--- src/rtl/vx_elastic_pipe.sv ---
// rtl/vx_elastic_pipe.sv - multi-stage valid/ready pipeline with bubble collapsing, flush and occupancy count
module vx_elastic_pipe #(
  parameter int DATAW  = 1,
  parameter int RESETW = DATAW,
  parameter int DEPTH  = 1,
  parameter int CNTW   = (DEPTH > 0) ? $clog2(DEPTH + 1) : 1
) (
  input  logic             clk,
  input  logic             reset,
  input  logic             flush,
  input  logic             valid_in,
  output logic             ready_in,
  input  logic [DATAW-1:0] data_in,
  output logic             valid_out,
  input  logic             ready_out,
  output logic [DATAW-1:0] data_out,
  output logic [CNTW-1:0]  count
);

  if (DEPTH == 0) begin : g_pass
    logic unused_clk_reset;
    assign unused_clk_reset = clk ^ reset;
    assign valid_out = valid_in & ~flush;
    assign ready_in  = ready_out & ~flush;
    assign data_out  = data_in;
    assign count     = '0;
  end else begin : g_pipe
    logic [DEPTH-1:0]            v;
    logic [DEPTH-1:0]            v_next;
    logic [DEPTH-1:0]            vin;
    logic [DEPTH-1:0]            rdy;
    logic [DEPTH-1:0]            ld;
    logic [DEPTH-1:0][DATAW-1:0] d;
    logic [DEPTH-1:0][DATAW-1:0] src;
    logic [CNTW-1:0]             cnt_next;

    // A stage is ready when empty or when everything ahead of it can move.
    always_comb begin : readiness
      logic r;
      r   = ready_out;
      rdy = '0;
      for (int i = DEPTH - 1; i >= 0; i--) begin
        r      = ~v[i] | r;
        rdy[i] = r;
      end
    end

    always_comb begin
      vin    = '0;
      src    = '0;
      vin[0] = valid_in;
      src[0] = data_in;
      for (int i = 1; i < DEPTH; i++) begin
        vin[i] = v[i-1];
        src[i] = d[i-1];
      end
    end

    always_comb begin
      v_next = v;
      if (flush) begin
        v_next = '0;
      end else begin
        for (int i = 0; i < DEPTH; i++) begin
          if (rdy[i]) v_next[i] = vin[i];
        end
      end
    end

    always_comb begin
      cnt_next = '0;
      for (int i = 0; i < DEPTH; i++) begin
        cnt_next = cnt_next + CNTW'(v_next[i]);
      end
    end

    // Payload only toggles when a valid entry actually lands in the stage.
    assign ld = rdy & vin & {DEPTH{~flush}};

    always_ff @(posedge clk or posedge reset) begin
      if (reset) begin
        v     <= '0;
        count <= '0;
      end else begin
        v     <= v_next;
        count <= cnt_next;
      end
    end

    for (genvar i = 0; i < DEPTH; i++) begin : g_stage
      if (RESETW > 0) begin : g_hi
        logic [RESETW-1:0] q;
        always_ff @(posedge clk or posedge reset) begin
          if (reset)      q <= '0;
          else if (ld[i]) q <= src[i][DATAW-1 -: RESETW];
        end
        assign d[i][DATAW-1 -: RESETW] = q;
      end
      if (RESETW < DATAW) begin : g_lo
        logic [DATAW-RESETW-1:0] q;
        always_ff @(posedge clk) begin
          if (ld[i]) q <= src[i][DATAW-RESETW-1:0];
        end
        assign d[i][DATAW-RESETW-1:0] = q;
      end
    end

    assign valid_out = v[DEPTH-1] & ~flush;
    assign ready_in  = rdy[0] & ~flush;
    assign data_out  = d[DEPTH-1];
  end

endmodule

--- config.mk ---
export PLATFORM = sky130hd
export DESIGN_NAME = vx_elastic_pipe
export DESIGN_NICKNAME = d
export VERILOG_FILES = /design/src/rtl/vx_elastic_pipe.sv
export SDC_FILE = /design/constraint.sdc
export NUM_CORES = 1
export LEC_CHECK = 0
export BUFFER_PORTS_ARGS = -buffer_cell sky130_fd_sc_hd__buf_2
export CAP_MARGIN = 0
export CORE_AREA = 2 2 39 41
export CTS_BUF_LIST = sky130_fd_sc_hd__clkbuf_8 sky130_fd_sc_hd__clkbuf_16
export CTS_CLUSTER_DIAMETER = 120
export DETAILED_ROUTE_END_ITERATION = 6
export DIE_AREA = 0 0 41 43
export GPL_TIMING_DRIVEN = 1
export RECOVER_POWER = 50
export SETUP_SLACK_MARGIN = 0.05
export SYNTH_ARGS = -nofsm -noshare
export SYNTH_HDL_FRONTEND = slang
export SYNTH_SLANG_ARGS = --single-unit
--- constraint.sdc ---
create_clock -name clk -period 1.4 [get_ports clk]
set_input_delay 0.21 -clock clk [delete_from_list [all_inputs] [get_ports clk]]
set_output_delay 0.21 -clock clk [all_outputs]
set_load 0.03 [all_outputs]
After elaboration in Yosys (flattened, before gate mapping)
Index checks and enable logic that the tools add are counted.

Multiplexer cells: 2. Bitwise operators: 7. Reductions and logical operators: 1.

Operator list (count): bitwise AND 1 bit (4); two-way mux 1 bit (2); inverter 1 bit (2); nonzero test 2 bit (1); bitwise OR 1 bit (1).

Register bits: 2. Output and inout bits: 4.

Longest topological paths before layout
Gate-level depths: netlist of run 1.

Depth in word-level cells: 4. Mapped depth: 3. Gate-level depth less buffers: 3.

Least setup slack after synthesis of run 1
Ideal clock, no wire load.

Path kind: reg2out. From: register g_pipe.v. To: output ready_in. Arrival time: 1060 ps. Setup slack: 130 ps. Stages on the path, launching flop included: 3. Cell sequence: dfrtp_1 -> nor2b_4 -> nor2_1.

Word-level cells in the longest chain between the ends: 3.

RTL lines: from (decl) (line 28) `logic [DEPTH-1:0] v;`; from (signal assigned) (line 85) `v <= v_next;`; inverter 1 bit (line 43) `r = ~v[i] | r;`; bitwise OR 1 bit (line 43); bitwise AND 1 bit (line 109) `assign ready_in = rdy[0] & ~flush;`; to (decl) (line 12) `output logic ready_in,`.

Every way passes these cells.

Worst setup path in the final report of run 1
Ends and elaborated chain as after synthesis.

==> impl_results.md, run 1 <==
* Combinational Power Share at 17.0%
* Setup TNS at 0 ns
* Layout Nets at 31
* Average cell area after synthesis at 11.3 µm²
* Post-synth design cell area at 113 µm²
* # IOs at 10
* Diodes inserted at 0
* Max Freq at 0.834 GHz
* Die Area at 1760 µm²
* Area Growth Syn to Fin at 102%
* Via Count at 116
* Top delay family on crit path: flip-flops
* CP Cell Sequence: nor2b_4 -> nor2_1 -> buf_2
* Worst R2R End: data_out$_DFFE_PP0P_
* Global placer's final weighted congestion at 0.561
* Commonest non-fill, non-tap cells in the layout: buf_2 (8), nor2_1 (3), clkbuf_8 (3), dfrtp_1 (2)
* Cts bufs inserted at 3
* Min cycle time layout at 1.20 ns
* Initial Utilization at 8.14%
* Worst path max stage delay at 0.37 ns
* Worst Setup End Kind: primary output
* Max Cap Violations at 0
* Slew Viols, Final at 0
* Hold Path Class: in -> reg
* Net Sw Frac at 22.2%
* Post-synthesis xor/xnor area fraction at 0%
* CTS tree: built
* Total GRT Usage at 4.41%
* P_int at 271 µW
* PortBufs at 9
* Fraction of layout cells with a size suffix above 1 at 60.9%
* Final-report hold violation count at 0
* Final period util at 85.6%
* Die Ht at 43 µm
* Root Driver: clkbuf_8
* Clk pin slew, worst setup/hold paths at 0.03 ns
* Die X at 41 µm
* Yosys Warn Count at 0
* Worst R2R Path Depth at 3
* Largest net degree at the start of global routing at 5
* DRT iter0 DRCs at 0
* Post-DRT Antenna Nets at 0
* Part of the Yosys area used for sequential elements at 44.4%
* Initial antenna violation count at 0
* Clock power frac at 63.2%
* Worst vdd ir at 733 µV
* Clock sink count at 2
* Simple-Gate Fraction of Synth Area at 38.9%
* Worst-Margin Slew at 0.357 ns
* Hold Path Stages at 2
* Worst skew pair latency at 0.21 ns
* Rel. slew slack at 76.3%
* Placed inst area at 178 µm²
* WP data required at 1.19 ns
* Worst flop-to-flop path startpoint: g_pipe.v$_DFFE_PP0P_
* CP bufs+invs at 1
* RSZ-0062 raised after global routing: false
* Post-synthesis cell type count at 7
* DRT Pass-1 Iters at 1
* Crit path kind: reg -> out
* Critical Path Start Type: flop
* WHS Endpoint: g_pipe.v$_DFFE_PP0P_
* Synth Instances at 10
* Synth Area in Adders at 0%
* Post-layout util at 16.5%
* Setup Skew at 0.00271 ns
* Reg2Reg Setup Slack at 0.25 ns
* Post-route cell area at 228 µm²
* Vias/cell at 2.97
* Crit-path slowest cell: dfrtp_1
* Compound-gate portion of the synthesized area at 0%
* Sw Pwr at 77.2 µW
* Pwr dens at 1530 nW/µm²
* Htree depth at 1
* DR WL/cell at 6.90 µm
* # rows at 14
* Syn_nets at 16
* Number of global-route vias before repair at 112
* Mux share of post-synthesis cell area at 13.3%
* Crit Path Max Fanout at 3
* Setup Viol. Count Final at 0
* Global-route wire length before repair at 414 µm
* Worst path arrival time at 0.99 ns
* Status: completed
* Sequential power share at 19.8%
* GRT Residual Overflow at 0
* Setup bufs post-CTS at 0
* Clk buf depth at 2
* DRC at 0
* Most common cell after layout, fill and taps aside: buf_2
* Yosys reg bits at 2
* Core Footprint at 1380 µm²
* Final WL at 269 µm
* Main combinational cell family by area after synthesis: simple AND/OR/NAND/NOR gates
* Hold path start: flush
* Static Leakage at 0.000114 µW
[sequential cells by signal, indices dropped and copies added (netlist names)]
| signal | cells |
|---|---|
| g_pipe.v | 1 |
| data_out | 1 |
[power by group through the flow]
stage	clock [µW]	combinational, µW	sequential (µW)
4_1_cts	227	61.5	69.1
6_report	220	59.3	69.0
2_1_floorplan	0	24.7	82.9
3_5_place_dp	0	59.3	69.6
3_3_place_gp	0	58.9	68.8
5_1_grt	233	64.8	70.0
[through the flow]
step / instances / total power, µW / worst slack [ns] / hold WS, ns
CTS: 39 / 358 / 0.188 / 0.225
floorplan: 10 / 108 / 0.130 / -0.0488
finish: 39 / 349 / 0.201 / 0.224
global route: 39 / 367 / 0.128 / 0.247
detailed placement: 35 / 129 / 0.243 / 0.0649
global placement: 35 / 128 / 0.262 / 0.0686
[final cells by class]
class,instances,area [µm²]
Multi-Input combinational cell,7,58.8
Clock buffer,3,41.3
Inverter,1,3.75
Timing Repair Buffer,10,53.8
Tap cell,16,20.0
Sequential cell,2,50.0
Fill cell,156,1160
[worst max path at each step]
stage                                      end  slack (ns)                  from  cells after the start
after floorplan                       ready_in        0.13  g_pipe.v$_DFFE_PP0P_                      2
after global placement    data_out$_DFFE_PP0P_        0.26  g_pipe.v$_DFFE_PP0P_                      3
after detailed placement  data_out$_DFFE_PP0P_        0.24  g_pipe.v$_DFFE_PP0P_                      3
after CTS                             ready_in        0.19  g_pipe.v$_DFFE_PP0P_                      3
after global routing                  ready_in        0.13  g_pipe.v$_DFFE_PP0P_                      3
final                                 ready_in        0.20  g_pipe.v$_DFFE_PP0P_                      3
[logic make-up after synthesis]
kind of cell | Yosys count
buf+inv | 1
mux | 1
flops | 2
simple gates | 6
[Yosys cell counts]
cell type  number  area, µm²
nor2b_4         1       13.8
dfrtp_1         2       50.1
inv_1           1       3.75
mux2_4          1       15.0
nor2_1          3       11.3
nor3b_2         1       12.5
nor2b_1         1       6.26
[repair_timing]
item                                   CTS  global route
setup endpoints to repair                0             0
hold buffers                             1             0
endpoints found under the hold margin    2             0
gates resized for setup                  0             0
[routing by layer]
metal / part of all wire (%) / routed length (µm) / global-route usage, % / vias to the layer above
met5: 0 / 0 / 0 / -
met4: 3.0 / 8 / 4.00 / 0
met3: 14 / 39 / 6.28 / 2
met2: 27 / 72 / 4.38 / 10
met1: 55 / 148 / 3.85 / 46
li1: - / - / - / 58
No activity file was read; power rests on OpenSTA's default activity.
==> run 2: changes to the inputs <==
==> constraint.sdc (replaced) <==
create_clock -name clk -period 1.4 [get_ports clk]
set_input_delay 0.14 -clock clk [delete_from_list [all_inputs] [get_ports clk]]
set_output_delay 0.14 -clock clk [all_outputs]
set_load 0.03 [all_outputs]
==> impl_results.md, run 2 (synthesized netlist as in run 1, its figures left out) <==
* Status: completed
* Rel. slew slack at 76.3%
* Final period util at 84.2%
* Global-route wire length before repair at 414 µm
* Largest net degree at the start of global routing at 5
* Die X at 41 µm
* Crit path kind: reg -> reg
* Total GRT Usage at 4.41%
* Clock sink count at 2
* Setup Skew at 0.00271 ns
* Vias/cell at 2.97
* Clk pin slew, worst setup/hold paths at 0.03 ns
* Layout Nets at 31
* Critical Path Start Type: flop
* Final Worst Setup Slack at 0.222 ns
* Die Ht at 43 µm
* Final WL at 272 µm
* CP bufs+invs at 0
* Die Area at 1760 µm²
* Max Cap Violations at 0
* Clk buf depth at 2
* Global placer's final weighted congestion at 0.561
* Placement Setup Slack at 0.243 ns
* Static Leakage at 0.000111 µW
* Core Footprint at 1380 µm²
* Cts bufs inserted at 3
* Crit-path slowest cell: dfrtp_1
* Hold Path Stages at 2
* GRT Residual Overflow at 0
* Layout Cells excl Fill at 39
* DR WL/cell at 6.97 µm
* # IOs at 10
* Initial Utilization at 8.14%
* PortBufs at 9
* DRT iter0 DRCs at 0
* Worst vdd ir at 733 µV
* Post-DRT Antenna Nets at 0
* Crit Path Max Fanout at 3
* WP data required at 1.48 ns
* Worst-Margin Slew at 0.357 ns
* Pwr Total at 346 µW
* Post-layout util at 15.9%
* Pwr dens at 1570 nW/µm²
* Max Freq at 0.849 GHz
* Worst path arrival time at 1.26 ns
* Hold Path Class: in -> reg
* Setup TNS at 0 ns
* Diodes inserted at 0
* Most common cell after layout, fill and taps aside: buf_2
* Final-report hold violation count at 0
* CP Cell Sequence: nor2b_1 -> nor3b_2 -> mux2_4
* Via Count at 116
* Number of global-route vias before repair at 112
* RSZ-0062 raised after global routing: false
* CTS tree: built
* Initial antenna violation count at 0
* Worst Setup End Kind: flop
* Slew Viols, Final at 0
* Setup Viol. Count Final at 0
* DRC at 0
* DP Cell Count at 35
* Min cycle time layout at 1.18 ns
* Root Driver: clkbuf_8
* Worst skew pair latency at 0.21 ns
* Worst path max stage delay at 0.37 ns
* Area Growth Syn to Fin at 95.6%
* DRT Pass-1 Iters at 1
* Top delay family on crit path: simple AND/OR/NAND/NOR gates
* Crit. path cell count at 3
* Worst R2R Path Depth at 3
* Post-CTS sizing at 0
* Htree depth at 1
* # rows at 14
* Fraction of layout cells with a size suffix above 1 at 56.5%
* Commonest non-fill, non-tap cells in the layout: buf_2 (8), nor2_1 (3), clkbuf_8 (3), nor2b_1 (2), dfrtp_1 (2)
==> run 2: area by class of cell <==
type / count / area, µm²
inverter: 1 / 3.75
fill: 158 / 1160
sequential: 2 / 50.0
tap: 16 / 20.0
clock buffer: 3 / 41.3
timing repair buffer: 10 / 53.8
multi-input combinational: 7 / 51.3
==> run 2: timing repair <==
action,CTS,global route
endpoints found under the hold margin,2,0
hold buffers,1,0
buffers inserted,0,0
==> run 2: worst paths after layout <==
path,startpoint,slack (ns),endpoint
max in group asynchronous,reset,0.97,data_out$_DFFE_PP0P_
setup / recovery,g_pipe.v$_DFFE_PP0P_,0.22,data_out$_DFFE_PP0P_
min in group asynchronous,reset,0.32,g_pipe.v$_DFFE_PP0P_
setup reg to reg,g_pipe.v$_DFFE_PP0P_,0.22,data_out$_DFFE_PP0P_
hold reg to reg,data_out$_DFFE_PP0P_,0.51,data_out$_DFFE_PP0P_
hold / removal,flush,0.15,g_pipe.v$_DFFE_PP0P_
==> run 2: where the power goes <==
part	switching (µW)	total [µW]	internal [µW]
sequential	3.78	68.9	65.1
combinational	33.6	56.9	23.3
clock	39.0	220	181
total	76.3	346	270
==> run 2: metrics by stage <==
| stage | instance area [µm²] | hold slack, ns |
|---|---|---|
| floorplan | 113 | -0.119 |
| global placement | 178 | -0.00139 |
| detailed placement | 178 | -0.00511 |
| CTS | 229 | 0.155 |
| global route | 220 | 0.177 |
| finish | 220 | 0.155 |
==> run 2: worst reg2reg max path: stages, from the launching register on <==
cell and delay, ns:
dfrtp_1 0.37, nor2b_1 0.17, nor3b_2 0.21, mux2_4 0.31
==> run 2: routing by layer <==
layer	wire length, µm	part of all wire, %	global-route usage (%)	up-vias
met4	8	2.9	4.00	0
met2	73	27	4.38	10
li1	-	-	-	58
met3	39	14	6.28	2
met5	0	0	0	-
met1	150	55	3.85	46
==> run 3: changes to the inputs <==
--- a/config.mk
+++ b/config.mk
@@ -5,6 +5,7 @@
 export SDC_FILE = /design/constraint.sdc
 export NUM_CORES = 1
 export LEC_CHECK = 0
+export ABC_AREA = 1
 export BUFFER_PORTS_ARGS = -buffer_cell sky130_fd_sc_hd__buf_2
 export CAP_MARGIN = 0
 export CORE_AREA = 2 2 39 41
==> constraint.sdc (replaced) <==
create_clock -name clk -period 1 [get_ports clk]
set_input_delay 0.1 -clock clk [delete_from_list [all_inputs] [get_ports clk]]
set_output_delay 0.1 -clock clk [all_outputs]
set_load 0.03 [all_outputs]
==> impl_results.md, run 3 <==
* Most common cell after layout, fill and taps aside: buf_2
* Largest net degree at the start of global routing at 5
* Syn_nets at 20
* Fraction of layout cells with a size suffix above 1 at 64.3%
* Crit path kind: reg -> out
* Slew Viols, Final at 0
* Post-synth EDFFs at 0
* Post-synthesis cell type count at 10
* Via Count at 141
* DRC at 0
* Rel. slew slack at 90.3%
* Reg2Reg Setup Slack at 0.19 ns
* PortBufs at 9
* Main combinational cell family by area after synthesis: simple AND/OR/NAND/NOR gates
* DP Cell Count at 39
* WP data required at 0.90 ns
* Placed inst area at 181 µm²
* Part of the Yosys area used for sequential elements at 46.0%
* Worst path arrival time at 0.91 ns
* Setup Viol. Count Final at 1
* Crit Path Max Fanout at 4
* Layout Nets at 35
* Critical Path Start Type: flop
* # rows at 14
* Worst skew pair latency at 0.21 ns
* Commonest non-fill, non-tap cells in the layout: buf_2 (7), inv_1 (4), clkbuf_8 (3), nand2_1 (2), buf_6 (2)
* Final-report hold violation count at 0
* Largest area contributor in the netlist: dfrtp_1
* Commonest cells in the netlist: inv_1 (3), dfrtp_1 (2), nand2_1 (2)
* DR WL/cell at 6.82 µm
* Yosys reg bits at 2
* Core Footprint at 1380 µm²
* Die X at 41 µm
* Final WL at 300 µm
* Clock sink count at 2
* Post-synthesis xor/xnor area fraction at 0%
* Setup bufs post-CTS at 0
* GRT Residual Overflow at 0
* Worst vdd ir at 394 µV
* Top-count cell post-synth: inv_1
* Status: finished with violations
* Hold Path Class: in -> reg
* Die Ht at 43 µm
* Global-route wire length before repair at 434 µm
* Worst Setup End Kind: primary output
* Main area contributors after synthesis: dfrtp_1 (46%), inv_1 (10%), nand3_2 (9.2%)
* Average cell area after synthesis at 7.78 µm²
* Hold path start: data_in
* Main flop type after synthesis: dfrtp_1
* Die Area at 1760 µm²
* Ys async rst share at 100%
* Post-DRT Antenna Nets at 0
* Post-layout util at 18.0%
* Mux share of post-synthesis cell area at 0%
* DRT iter0 DRCs at 0
* Max Cap Violations at 0
* Global placer's final weighted congestion at 0.467
* Worst R2R Path Depth at 4
* Htree depth at 1
* WHS Endpoint: data_out$_DFFE_PP0P_
* CTS tree: built
* Violated checks: negative setup slack
* RSZ-0062 raised after global routing: true
* Pwr dens at 2080 nW/µm²
* DRT Pass-1 Iters at 1
* Worst path max stage delay at 0.42 ns
* CP Cell Sequence: a21oi_2 -> buf_6
* Static Leakage at 0.000133 µW
* Worst R2R End: data_out$_DFFE_PP0P_
* Yosys top cell area share at 46.0%
* Root Driver: clkbuf_8
* Crit-path slowest cell: dfrtp_2
* Clk pin slew, worst setup/hold paths at 0.03 ns
* Layout Cells excl Fill at 44
* Initial antenna violation count at 0
* Initial Utilization at 7.87%
* Setup Skew at 0.00183 ns
* Synth Instances at 14
* Synth Area in Adders at 0%
* # fillers at 159
* Yosys Warn Count at 0
* Post-route cell area at 249 µm²
* Worst-Margin Slew at 0.144 ns
* Hold Path Stages at 3
* Clk buf depth at 2
* Area Growth Syn to Fin at 129%
* Cts bufs inserted at 3
* HPWL after DPL at 230 µm
* Diodes inserted at 0
* Final Worst Setup Slack at -0.00941 ns
* Vias/cell at 3.20
* Max Freq at 0.991 GHz
* Worst Hold Margin at 0.153 ns
* # IOs at 10
* Worst flop-to-flop path startpoint: g_pipe.v$_DFFE_PP0P_
* Compound-gate portion of the synthesized area at 9.20%
* Total GRT Usage at 4.61%
* Min cycle time layout at 1.01 ns
* Number of global-route vias before repair at 124
* Post-synth design cell area at 109 µm²
* Final period util at 101%
* Simple-Gate Fraction of Synth Area at 31.0%
-- run 3: through the flow --
step / worst slack (ns) / total power [µW] / setup TNS, ns
global placement: 0.160 / 180 / 0
global route: -0.0531 / 544 / -0.0751
floorplan: 0.0675 / 150 / 0
detailed placement: 0.160 / 181 / 0
finish: -0.00941 / 517 / -0.00941
CTS: -0.0210 / 531 / -0.0210
-- run 3: cells by family after synthesis --
logic type             count (synthesis)
AND/OR/NAND/NOR                        6
buffers and inverters                  4
AO/OA/AOI/OAI                          2
flip-flops                             2
-- run 3: final cells by class --
| class | count | area [µm²] | area share, % |
|---|---|---|---|
| repair buffers | 10 | 67.6 | 27.1 |
| flip-flops and latches | 2 | 51.3 | 20.6 |
| multi-input cells | 8 | 50.0 | 20.1 |
| clock buffers | 3 | 41.3 | 16.6 |
| well taps | 16 | 20.0 | 8.04 |
| inverters | 4 | 15.0 | 6.03 |
| clock inverters | 1 | 3.75 | 1.51 |
-- run 3: worst max-delay path, delay by kind of cell (launching register included) --
family / cells / cell delay (ns)
compound gates: 1 / 0.14
buf+inv: 1 / 0.14
flops: 1 / 0.42
-- run 3: how the worst max path moves through the flow --
stage / from / endpoint / cells after the start
floorplan: g_pipe.v$_DFFE_PP0P_ / ready_in / 1
global placement: g_pipe.v$_DFFE_PP0P_ / ready_in / 2
detailed placement: g_pipe.v$_DFFE_PP0P_ / ready_in / 2
CTS: g_pipe.v$_DFFE_PP0P_ / ready_in / 2
global route: g_pipe.v$_DFFE_PP0P_ / ready_in / 2
finish: g_pipe.v$_DFFE_PP0P_ / ready_in / 2
-- run 3: power by group --
group / total (µW) / leakage, µW / internal, µW / switching [µW]
sequential: 98.2 / 0.0000239 / 91.5 / 6.72
combinational: 90.4 / 0.0000819 / 34.5 / 55.9
clock: 329 / 0.0000269 / 260 / 68.6
-- run 3: metal layers --
| layer | vias up | wire length (µm) | GRT usage, % |
|---|---|---|---|
| li1 | 70 | - | - |
| met3 | 0 | 45 | 6.28 |
| met2 | 8 | 116 | 5.31 |
| met4 | 0 | 0 | 4.00 |
| met1 | 63 | 137 | 3.53 |
| met5 | - | 0 | 0 |
-- run 3: timing repair --
item | in CTS | in global routing
endpoints found under the setup margin | 2 | 2
hold buffers | 1 | 0
resized for setup | 4 | 0
endpoints found under the hold margin | 2 | 0
pin swaps | 1 | 0
